$ cat src/rtl/cpu_fetch_pkg.sv
// Shared definitions for the SLURM32 fetch stage.
//   NOP_INSTRUCTION      word presented when no instruction is valid
//   PC_INCREMENT         byte step between sequential fetches
//   DEFAULT_RESET_VECTOR default first fetch address
//   fetchState_t         fetch FSM state encoding
package cpu_fetch_pkg;

   localparam logic [31:0] NOP_INSTRUCTION      = 32'h0;
   localparam int unsigned PC_INCREMENT         = 4;
   localparam logic [31:0] DEFAULT_RESET_VECTOR = 32'h0;

   typedef enum logic [0:0] {
      RST_WAIT = 1'b0,
      RUN      = 1'b1
   } fetchState_t;

endpackage

$ cat src/rtl/cpu_fetch_queue.sv
// Prefetch queue: synchronous FIFO of {pc, instruction} entries.
// Ports:
//   clk, rst        clock, asynchronous active-high reset
//   flush           discard all entries (wins over push/pop)
//   push, pushData  write one entry
//   pop             drop the head entry
//   popData         head entry (meaningful when !empty)
//   empty           no entries held
//   count           number of entries held (0..DEPTH)
module cpu_fetch_queue #(
   parameter int unsigned WIDTH = 64,
   parameter int unsigned DEPTH = 4
) (
   input  logic                     clk,
   input  logic                     rst,
   input  logic                     flush,
   input  logic                     push,
   input  logic [WIDTH-1:0]         pushData,
   input  logic                     pop,
   output logic [WIDTH-1:0]         popData,
   output logic                     empty,
   output logic [$clog2(DEPTH):0]   count
);

   localparam int unsigned PTR_W = $clog2(DEPTH);
   localparam int unsigned CNT_W = PTR_W + 1;
   localparam logic [CNT_W-1:0] FULL_COUNT = CNT_W'(DEPTH);
   localparam logic [PTR_W-1:0] PTR_ONE    = PTR_W'(1);

   logic [WIDTH-1:0] entries [DEPTH];
   logic [PTR_W-1:0] rdPtr;
   logic [PTR_W-1:0] wrPtr;
   logic             full;

   assign empty   = (count == '0);
   assign full    = (count == FULL_COUNT);
   assign popData = entries[rdPtr];

   always_ff @(posedge clk or posedge rst) begin
      if (rst) begin
         rdPtr <= '0;
         wrPtr <= '0;
         count <= '0;
      end else if (flush) begin
         rdPtr <= '0;
         wrPtr <= '0;
         count <= '0;
      end else begin
         if (push) wrPtr <= wrPtr + PTR_ONE;
         if (pop)  rdPtr <= rdPtr + PTR_ONE;
         count <= count + CNT_W'(push) - CNT_W'(pop);
      end
   end

   always_ff @(posedge clk) begin
      if (push && !flush) entries[wrPtr] <= pushData;
   end

   // The fetch credit rule must make overflow impossible.
   noOverflow: assert property (@(posedge clk) disable iff (rst)
      !(push && !pop && !flush && full));

endmodule

$ cat src/rtl/cpu_fetch.sv
// SLURM32 instruction fetch/prefetch stage (feeds cpu_decode).
// Issues in-order reads, buffers returns in cpu_fetch_queue, presents one
// instruction + PC per cycle, and flushes/redirects on a taken branch.
// Optional feature: define SLURM32_FETCH_BYPASS_EN to present a returning word
// combinationally when the queue is empty and nothing is being discarded.
// Ports:
//   CLK, RSTb          clock; asynchronous active-high reset
//   mem_addr           byte address of read request
//   mem_rd_req         read request, held with mem_addr until mem_ready
//   mem_ready          memory accepts request this cycle
//   mem_data           returned instruction word
//   mem_data_valid     mem_data valid (in request order)
//   stall              decode not accepting; output held
//   branch_taken       flush queue and redirect to branch_target
//   branch_target      redirect address (bits [1:0] ignored)
//   instruction        presented instruction (NOP when not valid)
//   pc_out             PC of presented instruction
//   instruction_valid  instruction/pc_out meaningful
module cpu_fetch
   import cpu_fetch_pkg::*;
#(
   parameter int unsigned BITS         = 32,
   parameter int unsigned ADDRESS_BITS = 32,
   parameter int unsigned DEPTH        = 4,
   parameter logic [ADDRESS_BITS-1:0] RESET_VECTOR = ADDRESS_BITS'(DEFAULT_RESET_VECTOR)
) (
   input  logic                    CLK,
   input  logic                    RSTb,
   output logic [ADDRESS_BITS-1:0] mem_addr,
   output logic                    mem_rd_req,
   input  logic                    mem_ready,
   input  logic [BITS-1:0]         mem_data,
   input  logic                    mem_data_valid,
   input  logic                    stall,
   input  logic                    branch_taken,
   input  logic [ADDRESS_BITS-1:0] branch_target,
   output logic [BITS-1:0]         instruction,
   output logic [ADDRESS_BITS-1:0] pc_out,
   output logic                    instruction_valid
);

   localparam int unsigned CNT_W   = $clog2(DEPTH) + 1;
   localparam int unsigned ENTRY_W = ADDRESS_BITS + BITS;
   localparam logic [CNT_W:0]        CREDIT_LIMIT = (CNT_W + 1)'(DEPTH);
   localparam logic [CNT_W-1:0]      CNT_ONE      = CNT_W'(1);
   localparam logic [ADDRESS_BITS-1:0] PC_STEP    = ADDRESS_BITS'(PC_INCREMENT);
   localparam logic [ADDRESS_BITS-1:0] ALIGN_MASK = ~ADDRESS_BITS'(3);

   fetchState_t state, stateNext;

   logic [ADDRESS_BITS-1:0] fetchPc;
   logic [ADDRESS_BITS-1:0] returnPc;   // PC of the next return that will be kept
   logic [ADDRESS_BITS-1:0] branchPc;
   logic [CNT_W-1:0]        outstanding;
   logic [CNT_W-1:0]        discard;
   logic [CNT_W-1:0]        inFlightNext;
   logic [CNT_W-1:0]        qCount;
   logic                    qEmpty;
   logic [ENTRY_W-1:0]      headEntry;
   logic                    handshake;
   logic                    dropReturn;
   logic                    bypass;
   logic                    push;
   logic                    pop;

   // ---------------- FSM ----------------
   always_ff @(posedge CLK or posedge RSTb) begin
      if (RSTb) state <= RST_WAIT;
      else      state <= stateNext;
   end

   always_comb begin
      stateNext  = state;
      mem_rd_req = 1'b0;
      unique case (state)
         RST_WAIT: stateNext = RUN;
         // Queued + in-flight words never exceed the queue size.
         RUN: mem_rd_req = (({1'b0, qCount} + {1'b0, outstanding}) < CREDIT_LIMIT);
      endcase
   end

   assign mem_addr     = fetchPc;
   assign handshake    = mem_rd_req & mem_ready;
   assign branchPc     = branch_target & ALIGN_MASK;
   assign inFlightNext = outstanding + CNT_W'(handshake) - CNT_W'(mem_data_valid);
   assign dropReturn   = mem_data_valid & (branch_taken | (discard != '0));

`ifdef SLURM32_FETCH_BYPASS_EN
   assign bypass = qEmpty & (discard == '0) & ~branch_taken & mem_data_valid;
`else
   assign bypass = 1'b0;
`endif

   // A bypassed word consumed this cycle never enters the queue.
   assign push = mem_data_valid & ~dropReturn & ~(bypass & ~stall);
   assign pop  = ~qEmpty & ~stall & ~branch_taken;

   // ---------------- Credit / discard / PC tracking ----------------
   always_ff @(posedge CLK or posedge RSTb) begin
      if (RSTb) begin
         fetchPc     <= RESET_VECTOR;
         returnPc    <= RESET_VECTOR;
         outstanding <= '0;
         discard     <= '0;
      end else begin
         outstanding <= inFlightNext;
         if (branch_taken) begin
            // Everything still in flight after this cycle belongs to the old stream.
            discard  <= inFlightNext;
            fetchPc  <= branchPc;
            returnPc <= branchPc;
         end else begin
            if (handshake) fetchPc <= fetchPc + PC_STEP;
            if (mem_data_valid) begin
               if (discard != '0) discard  <= discard - CNT_ONE;
               else               returnPc <= returnPc + PC_STEP;
            end
         end
      end
   end

   cpu_fetch_queue #(
      .WIDTH (ENTRY_W),
      .DEPTH (DEPTH)
   ) queue (
      .clk      (CLK),
      .rst      (RSTb),
      .flush    (branch_taken),
      .push     (push),
      .pushData ({returnPc, mem_data}),
      .pop      (pop),
      .popData  (headEntry),
      .empty    (qEmpty),
      .count    (qCount)
   );

   // ---------------- Output ----------------
   always_comb begin
      instruction       = BITS'(NOP_INSTRUCTION);
      pc_out            = '0;
      instruction_valid = 1'b0;
      if (bypass) begin
         instruction       = mem_data;
         pc_out            = returnPc;
         instruction_valid = 1'b1;
      end else if (!qEmpty) begin
         instruction       = headEntry[BITS-1:0];
         pc_out            = headEntry[ENTRY_W-1:BITS];
         instruction_valid = 1'b1;
      end
   end

   noOrphanReturn: assert property (@(posedge CLK) disable iff (RSTb)
      !(mem_data_valid && outstanding == '0));

endmodule

$ cat config.mk
export PLATFORM = sky130hd
export DESIGN_NAME = cpu_fetch
export DESIGN_NICKNAME = d
export VERILOG_FILES = /design/src/rtl/cpu_fetch_pkg.sv /design/src/rtl/cpu_fetch_queue.sv /design/src/rtl/cpu_fetch.sv
export SDC_FILE = /design/constraint.sdc
export NUM_CORES = 1
export LEC_CHECK = 0
export CAP_MARGIN = 40
export CORE_MARGIN = 2
export CORE_UTILIZATION = 30
export CTS_CLUSTER_SIZE = 30
export DETAILED_ROUTE_END_ITERATION = 10
export RECOVER_POWER = 25
export SYNTH_ARGS = -nofsm -noshare
export SYNTH_HDL_FRONTEND = slang
export SYNTH_SLANG_ARGS = --single-unit
$ cat constraint.sdc
create_clock -name CLK -period 7.35 [get_ports CLK]
set_input_delay 1.1025 -clock CLK [delete_from_list [all_inputs] [get_ports CLK]]
set_output_delay 1.1025 -clock CLK [all_outputs]
set_load 0.01 [all_outputs]
==> impl_metrics.ini <==
[run_status]
outcome = completed

[die]
die_y_um = 220
initial_core_util = 0.302
rows = 79
dieArea_sq_mm = 0.0485
pin_count = 168
core_sq_mm = 0.0464
die_x_um = 220

[synthesis]
syn_inst = 914
yosysSeqAreaShare = 0.664
async_reset_ff_frac = 0.230
synth_edf_count = 248
ys_ff_latch = 322
yosysTopAreaCell = edfxtp_1
dominantRegCellSynth = edfxtp_1
synthTopCellsByArea = edfxtp_1 53%, dfrtp_1 13%, mux4_2 10%, nor2b_1 3.1%, ha_1 1.3%
synth_cell_types = 58
synth_top_area_share = 0.531
synth_warnings = 0
syn_area_per_cell_sq_um = 15.3
synth_area_sq_mm = 0.0140

[sta]
period_share = 0.579
timing.fmax_ghz = 0.235
setup-violations-final = 0
finalHoldViolations = 0
fin_skew_ns = 0.0194
finalCriticalPeriod_ns = 4.25
fin_setup_tns_ns = 0
tightest_slew_ns = 0.879
whs_ns = 0.542
rsz0062_at_grt = no
slew_headroom = 0.409
finalMaxSlewViolations = 0

[worst_setup_path]
cp-start-kind = flop
r2r_start = outstanding[2]
r2r_end = discard[2]
cp_max_fo = 30
worst_ep_arrival_time_ns = 3.15
worstSetupPathType = reg -> out
endpoint_kind = primary output
required_ns = 6.25
r2r_cells = 10
rrSetupSlack_ns = 4.28

[cells_and_area]
mostFrequentLayoutCells = 248 x edfxtp_1, 144 x clkdlybuf4s50_1, 72 x dfrtp_1
nets = 1171
final_common_cell = edfxtp_1
syn_to_final_growth_pct = 25.8
drive_above_1_share = 0.144
fillerInstances = 4390
num_antenna_cells = 0

[grt]
grt_max_degree = 64
grtUsageTotal = 0.138
grt_pass1_vias = 8575
grt_pass1_wl_um = 50800
grt-ovfl-total = 0
antenna_found_initial = 0

[power]
p_int_mw = 3.90
switchingPower_mw = 1.51
combPwrFrac = 0.256
p_total_mw = 5.41
ir_worst_vdd_mv = 0.183
switching_share = 0.279
seqPwrFrac = 0.413
leakage_nw = 5.77
clockPowerShare = 0.331
power_density_mw_per_mm2 = 307

[clock_tree]
ctsHoldBuffers = 0
root_buffer = clkbuf_16
htreeDepth = 2
cts-buffers-inserted = 37
cts.clk_slew.worst_paths_ns = 0.06
cts_tree = done
cts_resized = 0
cts_buffer_depth = 3
post_cts_buffers = 0
cts_sinks = 322
clk_latency_ns = 0.54

[routing]
vias = 8621
drc = 0
routed_wl_um = 33400
wirelength_met1_um = 15000
ant_nets = 0
wl_per_cell_um = 19.5
vias_per_cell = 5.02
drtIter0Drc = 519
dr_wl_met3_um = 2120
wl_met2_um = 15800
routed.top_layer = met4
firstDrtPassIters = 5

[worst_hold_path]
whs_endpoint = queue.rdPtr[1]
min_path_cells = 2
hp-start = queue.rdPtr[1]
hp-class = reg -> reg

[place]
port_buffers = 161
hpwl_um = 21800
gp_congestion = 0.777

[run]
maxCapViolations = 0
==> through the flow <==
step / instance area, sq um / util / setup slack (ns) / instances
floorplan: 14000 / - / 3.75 / 917
global placement: 16300 / 0.351 / 3.18 / 1643
detailed placement: 16500 / 0.355 / 3.36 / 1653
CTS: 17600 / 0.380 / 2.97 / 1717
global route: 17600 / 0.380 / 2.88 / 1717
finish: 17600 / 0.380 / 3.10 / 1717
==> power groups by stage <==
stage	sequential [mW]	combinational (mW)	clock [mW]
6_report	2.23	1.39	1.79
5_1_grt	2.26	1.52	1.91
4_1_cts	2.24	1.42	1.84
3_5_place_dp	2.27	1.42	0
3_3_place_gp	2.31	1.32	0
2_1_floorplan	2.21	0.793	0
==> routing by layer <==
metal	GRT usage	vias up
li1	-	3923
met1	0.190	4372
met2	0.221	283
met3	0.0340	43
met4	0.0340	0
met5	0	-
==> cells in the mapped netlist, drive strengths merged (15+ instances only) <==
| cell type | number |
|---|---|
| nor3 | 16 |
| nand4 | 24 |
| buf | 16 |
| nor2 | 37 |
| mux4 | 62 |
| or4 | 16 |
| nand2 | 36 |
| a31oi | 15 |
| inv | 22 |
| clkbuf | 37 |
| dfrtp | 74 |
| edfxtp | 248 |
| xnor2 | 15 |
| and3 | 15 |
| nor2b | 70 |
| nor4 | 20 |
| nand3 | 27 |
==> state kept, by name, indices dropped and copies added, names as in the netlist <==
name,flops
discard,3
mem_addr,30
outstanding,3
queue.count,3
queue.entries,248
queue.rdPtr,2
queue.wrPtr,2
returnPc,30
state,1
==> worst max path at each step <==
| stage | startpoint | end | slack (ns) | depth (start not counted) |
|---|---|---|---|---|
| detailed placement | mem_data_valid | queue.entries[2][8] | 3.36 | 5 |
| global placement | mem_data_valid | queue.entries[3][30] | 3.18 | 4 |
| floorplan | branch_taken | queue.entries[0][0] | 3.75 | 4 |
| global route | queue.rdPtr[0] | instruction[16] | 2.88 | 5 |
| finish | queue.rdPtr[0] | instruction[16] | 3.10 | 5 |
| CTS | queue.rdPtr[0] | instruction[16] | 2.97 | 5 |
==> cells by family (layout without fill, tap and decap cells) <==
family / Yosys count / count (layout) / synth area share
DFF: 322 / 322 / 0.664
other: 2 / 5 / 0.000536
xor gates and xnor gates: 21 / 21 / 0.0131
and+or+nand+nor: 305 / 305 / 0.126
adders and majority gates: 16 / 16 / 0.0154
AOI/OAI and AO/OA: 99 / 99 / 0.0509
muxes: 73 / 73 / 0.108
buffers and inverters: 76 / 269 / 0.0221
==> worst max-delay path: stages, from the launching register on <==
cell and delay (ns):
dfrtp_4 0.70, buf_16 0.30, buf_4 0.40, mux4_2 0.56, nor2b_1 0.16, clkdlybuf4s50_1 0.49
==> layout make-up <==
type	instances	area [sq um]	area share
clock inverter	16	180	0.0102
clock buffer	48	967	0.0549
multi-input combinational	519	4430	0.251
inverter	23	86.3	0.00490
tap	607	759	0.0431
timing repair buffer	182	1900	0.108
sequential	322	9300	0.528
No activity file was read; power rests on OpenSTA's default activity.
